<file path="config.mk">
export PLATFORM = sky130hd
export DESIGN_NAME = ram_arbiter_flat
export DESIGN_NICKNAME = d
export VERILOG_FILES = /design/src/rtl/ram_arbiter_if.sv /design/src/rtl/ram_arbiter.sv /design/src/flat_wrapper.sv
export SDC_FILE = /design/constraint.sdc
export NUM_CORES = 1
export LEC_CHECK = 0
export ABC_AREA = 1
export ABC_CLOCK_PERIOD_IN_PS = 1300
export BUFFER_PORTS_ARGS = -buffer_cell sky130_fd_sc_hd__buf_2
export CORE_AREA = 3 3 92 94
export DETAILED_ROUTE_END_ITERATION = 10
export DIE_AREA = 0 0 95 97
export GPL_TIMING_DRIVEN = 1
export MAX_ROUTING_LAYER = met4
export PLACE_DENSITY = 0.84
export SYNTH_ARGS = -nofsm -noshare
export SYNTH_HDL_FRONTEND = slang
export SYNTH_SLANG_ARGS = --single-unit
export TNS_END_PERCENT = 10
</file>
<file path="constraint.sdc">
create_clock -name CK -period 1.3 [get_ports CK]
set_input_delay 0.13 -clock CK [delete_from_list [all_inputs] [get_ports CK]]
set_output_delay 0.13 -clock CK [all_outputs]
set_load 0.02 [all_outputs]
</file>
<file path="src/rtl/ram_arbiter_if.sv">
// Requester and RAM-side signals of the ram_arbiter, grouped as one bundle.
// slave = arbiter side, master = requesters/RAM/bench side.
interface ram_arbiter_if #(
    parameter int AW = 16,
    parameter int DW = 24
);
    logic          r0_req;
    logic          r0_we;
    logic [AW-1:0] r0_addr;
    logic [DW-1:0] r0_wdata;
    logic          r0_lock;
    logic          r0_gnt;
    logic          r0_rvalid;
    logic [DW-1:0] r0_rdata;

    logic          r1_req;
    logic          r1_we;
    logic [AW-1:0] r1_addr;
    logic [DW-1:0] r1_wdata;
    logic          r1_lock;
    logic          r1_gnt;
    logic          r1_rvalid;
    logic [DW-1:0] r1_rdata;

    logic [AW-1:0] ram_A;
    logic          ram_WE;
    logic          ram_OE;
    logic [DW-1:0] ram_D;
    logic [DW-1:0] ram_Q;

    logic [15:0]   stat0;
    logic [15:0]   stat1;

    modport slave (
        input  r0_req, r0_we, r0_addr, r0_wdata, r0_lock,
        output r0_gnt, r0_rvalid, r0_rdata,
        input  r1_req, r1_we, r1_addr, r1_wdata, r1_lock,
        output r1_gnt, r1_rvalid, r1_rdata,
        output ram_A, ram_WE, ram_OE, ram_D,
        input  ram_Q,
        output stat0, stat1
    );

    modport master (
        output r0_req, r0_we, r0_addr, r0_wdata, r0_lock,
        input  r0_gnt, r0_rvalid, r0_rdata,
        output r1_req, r1_we, r1_addr, r1_wdata, r1_lock,
        input  r1_gnt, r1_rvalid, r1_rdata,
        input  ram_A, ram_WE, ram_OE, ram_D,
        output ram_Q,
        input  stat0, stat1
    );
endinterface

</file>
<file path="src/rtl/ram_arbiter.sv">
// Two-requester round-robin arbiter with lock for a single-port synchronous RAM.
// Define RAM_ARB_STAT_EN to build the saturating per-requester grant counters.
//
// state | meaning
// IDLE  | round-robin between r0/r1, rr pointer breaks ties
// LOCK0 | r0 owns the RAM until it makes an unlocked access
// LOCK1 | r1 owns the RAM until it makes an unlocked access
module ram_arbiter #(
    parameter int AW = 16,
    parameter int DW = 24
) (
    input  logic          CK,
    input  logic          RST,
    ram_arbiter_if.slave  bus
);

    typedef enum logic [1:0] {
        IDLE  = 2'd0,
        LOCK0 = 2'd1,
        LOCK1 = 2'd2
    } state_t;

    state_t        state_q, state_d;
    logic          rr_q, rr_d;
    logic          gnt0, gnt1;

    logic          rd1_vld_q, rd1_vld_d;
    logic          rd1_own_q, rd1_own_d;
    logic          rd2_vld_q, rd2_vld_d;
    logic          rd2_own_q, rd2_own_d;
    logic [DW-1:0] rdata0_q, rdata0_d;
    logic [DW-1:0] rdata1_q, rdata1_d;

    always_comb begin
        state_d = state_q;
        rr_d    = rr_q;
        gnt0    = 1'b0;
        gnt1    = 1'b0;

        case (state_q)
            IDLE: begin
                if (bus.r0_req && bus.r1_req) begin
                    gnt0 = ~rr_q;
                    gnt1 = rr_q;
                end else begin
                    gnt0 = bus.r0_req;
                    gnt1 = bus.r1_req;
                end
            end
            LOCK0:   gnt0 = bus.r0_req;
            LOCK1:   gnt1 = bus.r1_req;
            default: ;
        endcase

        if (RST) begin
            gnt0 = 1'b0;
            gnt1 = 1'b0;
        end

        if (gnt0) begin
            rr_d    = 1'b1;
            state_d = bus.r0_lock ? LOCK0 : IDLE;
        end else if (gnt1) begin
            rr_d    = 1'b0;
            state_d = bus.r1_lock ? LOCK1 : IDLE;
        end
    end

    always_comb begin
        bus.ram_A  = '0;
        bus.ram_D  = '0;
        bus.ram_WE = 1'b0;
        if (gnt0) begin
            bus.ram_A  = bus.r0_addr;
            bus.ram_D  = bus.r0_wdata;
            bus.ram_WE = bus.r0_we;
        end else if (gnt1) begin
            bus.ram_A  = bus.r1_addr;
            bus.ram_D  = bus.r1_wdata;
            bus.ram_WE = bus.r1_we;
        end
    end

    // Stage 1: RAM drives Q for last cycle's read; stage 2: rvalid to the owner.
    always_comb begin
        rd1_vld_d = (gnt0 && !bus.r0_we) || (gnt1 && !bus.r1_we);
        rd1_own_d = gnt1;
        rd2_vld_d = rd1_vld_q;
        rd2_own_d = rd1_own_q;
        rdata0_d  = rdata0_q;
        rdata1_d  = rdata1_q;
        if (rd1_vld_q && !rd1_own_q) rdata0_d = bus.ram_Q;
        if (rd1_vld_q &&  rd1_own_q) rdata1_d = bus.ram_Q;
    end

    always_ff @(posedge CK) begin
        if (RST) begin
            state_q   <= IDLE;
            rr_q      <= 1'b0;
            rd1_vld_q <= 1'b0;
            rd1_own_q <= 1'b0;
            rd2_vld_q <= 1'b0;
            rd2_own_q <= 1'b0;
            rdata0_q  <= '0;
            rdata1_q  <= '0;
        end else begin
            state_q   <= state_d;
            rr_q      <= rr_d;
            rd1_vld_q <= rd1_vld_d;
            rd1_own_q <= rd1_own_d;
            rd2_vld_q <= rd2_vld_d;
            rd2_own_q <= rd2_own_d;
            rdata0_q  <= rdata0_d;
            rdata1_q  <= rdata1_d;
        end
    end

    assign bus.r0_gnt    = gnt0;
    assign bus.r1_gnt    = gnt1;
    assign bus.ram_OE    = rd1_vld_q;
    assign bus.r0_rvalid = rd2_vld_q && !rd2_own_q;
    assign bus.r1_rvalid = rd2_vld_q &&  rd2_own_q;
    assign bus.r0_rdata  = rdata0_q;
    assign bus.r1_rdata  = rdata1_q;

`ifdef RAM_ARB_STAT_EN
    logic [15:0] stat0_q, stat0_d;
    logic [15:0] stat1_q, stat1_d;

    always_comb begin
        stat0_d = stat0_q;
        stat1_d = stat1_q;
        if (gnt0 && stat0_q != 16'hFFFF) stat0_d = stat0_q + 16'd1;
        if (gnt1 && stat1_q != 16'hFFFF) stat1_d = stat1_q + 16'd1;
    end

    always_ff @(posedge CK) begin
        if (RST) begin
            stat0_q <= '0;
            stat1_q <= '0;
        end else begin
            stat0_q <= stat0_d;
            stat1_q <= stat1_d;
        end
    end

    assign bus.stat0 = stat0_q;
    assign bus.stat1 = stat1_q;
`else
    assign bus.stat0 = 16'h0000;
    assign bus.stat1 = 16'h0000;
`endif

endmodule

</file>
<file path="src/flat_wrapper.sv">
// flat-port wrapper written by rule: the top's interface ports become plain ports
module ram_arbiter_flat 
#(
    parameter int AW = 16,
    parameter int DW = 24
)
  (CK, RST, bus_r0_req, bus_r0_we, bus_r0_addr, bus_r0_wdata, bus_r0_lock, bus_r0_gnt, bus_r0_rvalid, bus_r0_rdata, bus_r1_req, bus_r1_we, bus_r1_addr, bus_r1_wdata, bus_r1_lock, bus_r1_gnt, bus_r1_rvalid, bus_r1_rdata, bus_ram_A, bus_ram_WE, bus_ram_OE, bus_ram_D, bus_ram_Q, bus_stat0, bus_stat1);
  ram_arbiter_if #(.AW(AW), .DW(DW)) bus_i ();
  input  logic CK;
  input  logic RST;
  input wire logic [$bits(bus_i.r0_req)-1:0] bus_r0_req;
  input wire logic [$bits(bus_i.r0_we)-1:0] bus_r0_we;
  input wire logic [$bits(bus_i.r0_addr)-1:0] bus_r0_addr;
  input wire logic [$bits(bus_i.r0_wdata)-1:0] bus_r0_wdata;
  input wire logic [$bits(bus_i.r0_lock)-1:0] bus_r0_lock;
  output wire logic [$bits(bus_i.r0_gnt)-1:0] bus_r0_gnt;
  output wire logic [$bits(bus_i.r0_rvalid)-1:0] bus_r0_rvalid;
  output wire logic [$bits(bus_i.r0_rdata)-1:0] bus_r0_rdata;
  input wire logic [$bits(bus_i.r1_req)-1:0] bus_r1_req;
  input wire logic [$bits(bus_i.r1_we)-1:0] bus_r1_we;
  input wire logic [$bits(bus_i.r1_addr)-1:0] bus_r1_addr;
  input wire logic [$bits(bus_i.r1_wdata)-1:0] bus_r1_wdata;
  input wire logic [$bits(bus_i.r1_lock)-1:0] bus_r1_lock;
  output wire logic [$bits(bus_i.r1_gnt)-1:0] bus_r1_gnt;
  output wire logic [$bits(bus_i.r1_rvalid)-1:0] bus_r1_rvalid;
  output wire logic [$bits(bus_i.r1_rdata)-1:0] bus_r1_rdata;
  output wire logic [$bits(bus_i.ram_A)-1:0] bus_ram_A;
  output wire logic [$bits(bus_i.ram_WE)-1:0] bus_ram_WE;
  output wire logic [$bits(bus_i.ram_OE)-1:0] bus_ram_OE;
  output wire logic [$bits(bus_i.ram_D)-1:0] bus_ram_D;
  input wire logic [$bits(bus_i.ram_Q)-1:0] bus_ram_Q;
  output wire logic [$bits(bus_i.stat0)-1:0] bus_stat0;
  output wire logic [$bits(bus_i.stat1)-1:0] bus_stat1;
  assign bus_i.r0_req = bus_r0_req;
  assign bus_i.r0_we = bus_r0_we;
  assign bus_i.r0_addr = bus_r0_addr;
  assign bus_i.r0_wdata = bus_r0_wdata;
  assign bus_i.r0_lock = bus_r0_lock;
  assign bus_r0_gnt = bus_i.r0_gnt;
  assign bus_r0_rvalid = bus_i.r0_rvalid;
  assign bus_r0_rdata = bus_i.r0_rdata;
  assign bus_i.r1_req = bus_r1_req;
  assign bus_i.r1_we = bus_r1_we;
  assign bus_i.r1_addr = bus_r1_addr;
  assign bus_i.r1_wdata = bus_r1_wdata;
  assign bus_i.r1_lock = bus_r1_lock;
  assign bus_r1_gnt = bus_i.r1_gnt;
  assign bus_r1_rvalid = bus_i.r1_rvalid;
  assign bus_r1_rdata = bus_i.r1_rdata;
  assign bus_ram_A = bus_i.ram_A;
  assign bus_ram_WE = bus_i.ram_WE;
  assign bus_ram_OE = bus_i.ram_OE;
  assign bus_ram_D = bus_i.ram_D;
  assign bus_i.ram_Q = bus_ram_Q;
  assign bus_stat0 = bus_i.stat0;
  assign bus_stat1 = bus_i.stat1;
  ram_arbiter #(.AW(AW), .DW(DW)) u_core (.CK(CK), .RST(RST), .bus(bus_i));
endmodule
</file>
==> flow_summary.toml, run 1 <==
[yosys]
synthFlopType = "dfxtp_1"
yosys.area.top_type_share = 0.406
avgSynthCellArea_um2 = 6.53
ys_seq_elements = 55
yosysTopAreaCell = "dfxtp_1"
syn-instance-count = 415
yosys_warnings = 0
synthTopCellsByArea = "dfxtp_1 41%, nand2_1 18%, nor2_1 14%"
synth_edf_count = 0
synth.distinct_cells = 17
synth_area_um2 = 2710
synth-async-reset-ratio = 0
seq_area_frac_synth = 0.406

[clocking]
htree_levels = 2
cts-root-buf = "clkbuf_8"
cts_inserted_buffers = 5
cts_tree = "built"
cts_buffer_depth = 2
ctsHoldBuffers = 0
cts.sinks = 55
clkLatencyLatePin_ns = 0.29
clk_pin_slew_worst_paths_ns = 0.09

[place]
port_buffers = 205
place_inst = 711
place_ws_ns = -0.0883
gp_congestion = 0.889
place_area_um2 = 3760
hpwl_mm = 7.20

[final_layout]
finish.instance_area_um2 = 4400
fillCellCount = 725
stdcell_count = 734
finalNetCount = 743
syn_to_final_growth_pct = 62.1
antenna_cells = 0
drive_above_1_share = 0.421

[grt]
grt_usage = 0.207
grt_overflow = 0
grt_pass1_vias = 3160
grt_max_degree = 50
grt_pass1_wl_mm = 15.0
antenna_found_initial = 0

[worst_hold_path]
min_path_type = "input port to flop"
min-delay-start = "bus_r0_we"
worstHoldEndpoint = "u_core.bus.ram_OE$_SDFF_PP0_"
worst_hold_path.num_cells = 2

[floorplanning]
pin_count = 238
die_x_um = 95
row_count = 32
core_um2 = 7730
die-area_um2 = 9220
die_h_um = 97
start_util = 0.351

[run_status]
status = "finished with violations"
violations = "setup timing"

[setup_path]
crit_path_end_kind = "output pin"
r2r-end = "u_core.bus.ram_OE$_SDFF_PP0_"
cp-start-kind = "flop"
critPathMaxFanout = 10
reg2reg_slack_ns = -0.39
worstPathRequired_ns = 1.17
crit_type = "flop to output pin"
cp.arrival_ns = 1.56
reg2regPathDepth = 12
rr_startpoint = "u_core.state_q[1]$_SDFFE_PP0P_"

[timing]
fin_skew_ns = 0.00528
timing.final.crit_period_ns = 1.69
rsz0062_at_grt = "yes"
hold_slack_ns = 0.0255
fin_crit_sh = 1.30
fin_ws_ns = -0.392
finalSetupViolCount = 44
hold_viol_final = 0
fmax_mhz = 591
slew_viol_final = 0

[power]
vdd_drop_max_mv = 0.453
leakage_uw = 0.00244
powerDensity_nw_per_um2 = 1010

[routing]
post_drt_wl_per_cell_um = 13.4
routed_wl_mm = 9.81
dr.pass1.iters = 5
vias = 3299
viasPerCell = 4.49
first_iter_violations = 129
drc = 0
detail-route-antenna-nets = 0

[run]
maxCapViolations = 0
==> power breakdown <==
group,internal (uW),switching (uW)
logic,553,745
clock network,770,531
registers,1780,48.9
==> cells in the mapped netlist (2+ instances only) <==
cell and number:
buf_2 7, nand3_1 4, nand2_1 132, clkbuf_1 7
nor2_1 103, inv_1 9, dfxtp_1 55, a21oi_1 3
o21ai_1 9, nor2_4 2, inv_2 3, buf_6 4
buf_4 34, o21ai_0 40
==> worst max path at each step <==
stage / endpoint / slack [ns] / from / cells after the start
6_report: bus_ram_D[3] / -0.39 / u_core.state_q[1]$_SDFFE_PP0P_ / 9
5_1_grt: bus_ram_A[11] / -0.46 / u_core.state_q[1]$_SDFFE_PP0P_ / 9
4_1_cts: bus_ram_D[6] / -0.35 / u_core.state_q[1]$_SDFFE_PP0P_ / 10
3_5_place_dp: bus_ram_D[16] / -0.09 / u_core.state_q[1]$_SDFFE_PP0P_ / 9
3_3_place_gp: bus_ram_D[0] / -0.03 / u_core.state_q[1]$_SDFFE_PP0P_ / 9
2_1_floorplan: bus_ram_D[14] / 0.03 / u_core.state_q[1]$_SDFFE_PP0P_ / 8
==> logic make-up (layout without fill, tap and decap cells) <==
logic type             after synthesis  count (layout)  share of synthesized area
AND/OR/NAND/NOR                    242             242                      0.345
buffers and inverters               65             251                      0.152
other                                1              32                    0.00138
AO/OA/AOI/OAI                       52              52                     0.0960
flip-flops                          55              55                      0.406
==> sequential cells by signal, indices dropped and copies added, names as in the netlist <==
register,flops
u_core.bus.r0_rdata,24
u_core.bus.r1_rdata,24
u_core.bus.ram_OE,1
u_core.rd1_own_q,1
u_core.rd2_own_q,1
u_core.rd2_vld_q,1
u_core.rr_q,1
u_core.state_q,2
==> placed cells by master, fill, tap and decap left out, drive strengths merged <==
cell,netlist,final
o21ai,49,49
nand2,132,132
a21oi,3,3
dfxtp,55,55
bufinv,0,2
bufbuf,0,1
conb,1,32
clkbuf,8,8
inv,12,12
buf,45,228
nor2,105,105
nand3,5,5
==> routing by layer <==
metal  track usage  wire length, um  vias to the layer above
met5             -                0                        -
met4        0.0499              131                        0
met3        0.0342              721                       14
met2         0.367             5120                      150
met1         0.241             3840                     1496
li1              -                -                     1639
==> cell type report <==
| type | instances | area, um^2 | share of cell area |
|---|---|---|---|
| clock buffers | 6 | 72.6 | 0.0165 |
| clock inverters | 2 | 60.1 | 0.0137 |
| inverters | 12 | 47.5 | 0.0108 |
| multi-input cells | 326 | 1370 | 0.312 |
| flip-flops and latches | 55 | 1110 | 0.252 |
| well taps | 102 | 128 | 0.0290 |
| repair buffers | 231 | 1610 | 0.366 |
==> worst max-delay path: stages, from the launching register on <==
cell       delay (ns)
dfxtp_2          0.33
inv_2            0.07
nand2_4          0.06
nor2_4           0.11
nand2_2          0.09
inv_4            0.08
bufbuf_16        0.27
nand2_1          0.05
nand2_1          0.08
buf_6            0.12
==> repair_timing <==
action	in CTS	in global routing
resized for setup	80	32
pin swaps	1	6
gates cloned	1	2
buffers inserted	11	2
setup endpoints to repair	43	55
==> per-stage QoR <==
step                      total power [uW]  TNS (ns)  utilization
final                                 4420    -14.68        0.569
after global placement                2900    -0.113        0.487
after global routing                  4650    -17.91        0.569
after detailed placement              2920     -2.04        0.487
after floorplan                       2540         0            -
after CTS                             4390    -14.17        0.551
No activity file was read; power rests on OpenSTA's default activity.
==> run 2, diff against run 1 <==
Settings changed: RECOVER_POWER set to 50.
==> run 2 against run 1 <==
Against the previous run:
- the flow still finishes with violations (setup timing)
- wire length grew 0.21%
- critical path depth is the same
- fmax is essentially flat
- sequential share of layout area grew 0.33 points
- critical path type unchanged
- critical endpoint unchanged
==> flow_summary.toml, run 2 (synthesis results as in run 1) <==
[run_status]
status = "finished with violations"
violations = "setup timing"

[place]
gp_congestion = 0.889
hpwl_mm = 7.20
place_ws_ns = -0.0883
port_buffers = 205

[setup_path]
cp.arrival_ns = 1.56
cpPeakStageDelay_ns = 0.33
rr_startpoint = "u_core.state_q[1]$_SDFFE_PP0P_"
cp-start-kind = "flop"
crit_type = "flop to output pin"
crit_path_end_kind = "output pin"
cpMaxStageDelayCell = "dfxtp_2"
worstPathRequired_ns = 1.17
crit_chain = "inv_2, nand2_4, nor2_4, nand2_2, inv_4, bufbuf_16, nand2_1, nand2_1, buf_6"
crit_top_cell = "nand2_1"
r2r-end = "u_core.bus.ram_OE$_SDFF_PP0_"
reg2reg_slack_ns = -0.38
critPathMaxFanout = 10
reg2regPathDepth = 12

[final_layout]
most-common-layout-cells = "119 x nand2_1, 116 x buf_2, 101 x nor2_1, 52 x dfxtp_1, 48 x clkbuf_1"
fillCellCount = 746
syn_to_final_growth_pct = 59.8
layout_commonest_cell = "nand2_1"
finalNetCount = 743
antenna_cells = 0
drive_above_1_share = 0.345

[power]
leakage_uw = 0.00224
powerDensity_nw_per_um2 = 1010
vdd_drop_max_mv = 0.453
power_uw = 4400

[timing]
fin_ws_ns = -0.392
rsz0062_at_grt = "yes"
timing.final.crit_period_ns = 1.69
fin_crit_sh = 1.30
hold_viol_final = 0
fin_skew_ns = 0.00493
finalSetupViolCount = 44
fmax_mhz = 591
worst_pin_slew_ns = 0.811
slew_viol_final = 0
slew_headroom = 0.459

[routing]
vias = 3318
post_drt_wl_per_cell_um = 13.4
first_iter_violations = 120
dr.pass1.iters = 4
drc = 0
detail-route-antenna-nets = 0
routed_wl_mm = 9.83
viasPerCell = 4.52

[worst_hold_path]
min_path_type = "input port to flop"
worstHoldEndpoint = "u_core.bus.ram_OE$_SDFF_PP0_"
min-delay-start = "bus_r0_we"
worst_hold_path.num_cells = 2

[floorplanning]
start_util = 0.351
core_um2 = 7730
die-area_um2 = 9220
die_h_um = 97
pin_count = 238
die_x_um = 95
row_count = 32

[grt]
grt_max_degree = 50
grt_overflow = 0
grt_pass1_vias = 3160
antenna_found_initial = 0
grt_pass1_wl_mm = 15.0
grt_usage = 0.207

[clocking]
cts_buffer_depth = 2
cts-root-buf = "clkbuf_8"
ctsHoldBuffers = 0
cts_tree = "built"
clkLatencyLatePin_ns = 0.29
cts.sinks = 55
cts_inserted_buffers = 5
clk_pin_slew_worst_paths_ns = 0.09
htree_levels = 2

[run]
maxCapViolations = 0
## run 2: worst max path at each step
stage	from	to	slack [ns]
after floorplan	u_core.state_q[1]$_SDFFE_PP0P_	bus_ram_D[14]	0.03
after global placement	u_core.state_q[1]$_SDFFE_PP0P_	bus_ram_D[0]	-0.03
after detailed placement	u_core.state_q[1]$_SDFFE_PP0P_	bus_ram_D[16]	-0.09
after CTS	u_core.state_q[1]$_SDFFE_PP0P_	bus_ram_D[6]	-0.35
after global routing	u_core.state_q[1]$_SDFFE_PP0P_	bus_ram_A[11]	-0.46
final	u_core.state_q[1]$_SDFFE_PP0P_	bus_ram_D[3]	-0.39
## run 2: worst max-delay path: cells and delay by family, from the launching register on
family        cells  cell delay [ns]
buf+inv           4             0.54
flops             1             0.33
simple gates      5             0.39
## run 2: what timing repair did
| action | in CTS | in global routing |
|---|---|---|
| gates cloned | 1 | 2 |
| buffers inserted | 11 | 2 |
| gates resized for setup | 80 | 32 |
| pin swaps | 1 | 6 |
| endpoints found under the setup margin | 43 | 55 |
## run 2: final cells by class
| class | count | area (um^2) | area share |
|---|---|---|---|
| multi-input cells | 326 | 1370 | 0.316 |
| inverters | 12 | 47.5 | 0.0110 |
| flip-flops and latches | 55 | 1100 | 0.255 |
| clock buffers | 6 | 72.6 | 0.0167 |
| repair buffers | 231 | 1550 | 0.357 |
| well taps | 102 | 128 | 0.0295 |
| clock inverters | 2 | 60.1 | 0.0139 |
## run 2: power by group
part / switching [uW] / internal [uW] / total (uW)
sequential: 51.1 / 1780 / 1830
combinational: 745 / 532 / 1280
clock: 525 / 770 / 1290
total: 1320 / 3080 / 4400
## run 2: routing by layer
| metal | track usage | share of wire |
|---|---|---|
| met5 | - | 0 |
| met4 | 0.0499 | 0.013 |
| met1 | 0.241 | 0.39 |
| met2 | 0.367 | 0.52 |
| met3 | 0.0342 | 0.071 |
## run 2: stage by stage
| stage | hold WS, ns | util | instances | TNS [ns] | cell area [um^2] |
|---|---|---|---|---|---|
| after floorplan | 0.199 | - | 446 | 0 | 2830 |
| after global placement | 0.366 | 0.487 | 711 | -0.113 | 3760 |
| after detailed placement | 0.372 | 0.487 | 711 | -2.04 | 3760 |
| after CTS | 0.0215 | 0.551 | 731 | -14.17 | 4260 |
| after global routing | 0.0146 | 0.561 | 734 | -18.05 | 4330 |
| final | 0.0329 | 0.561 | 734 | -14.66 | 4330 |
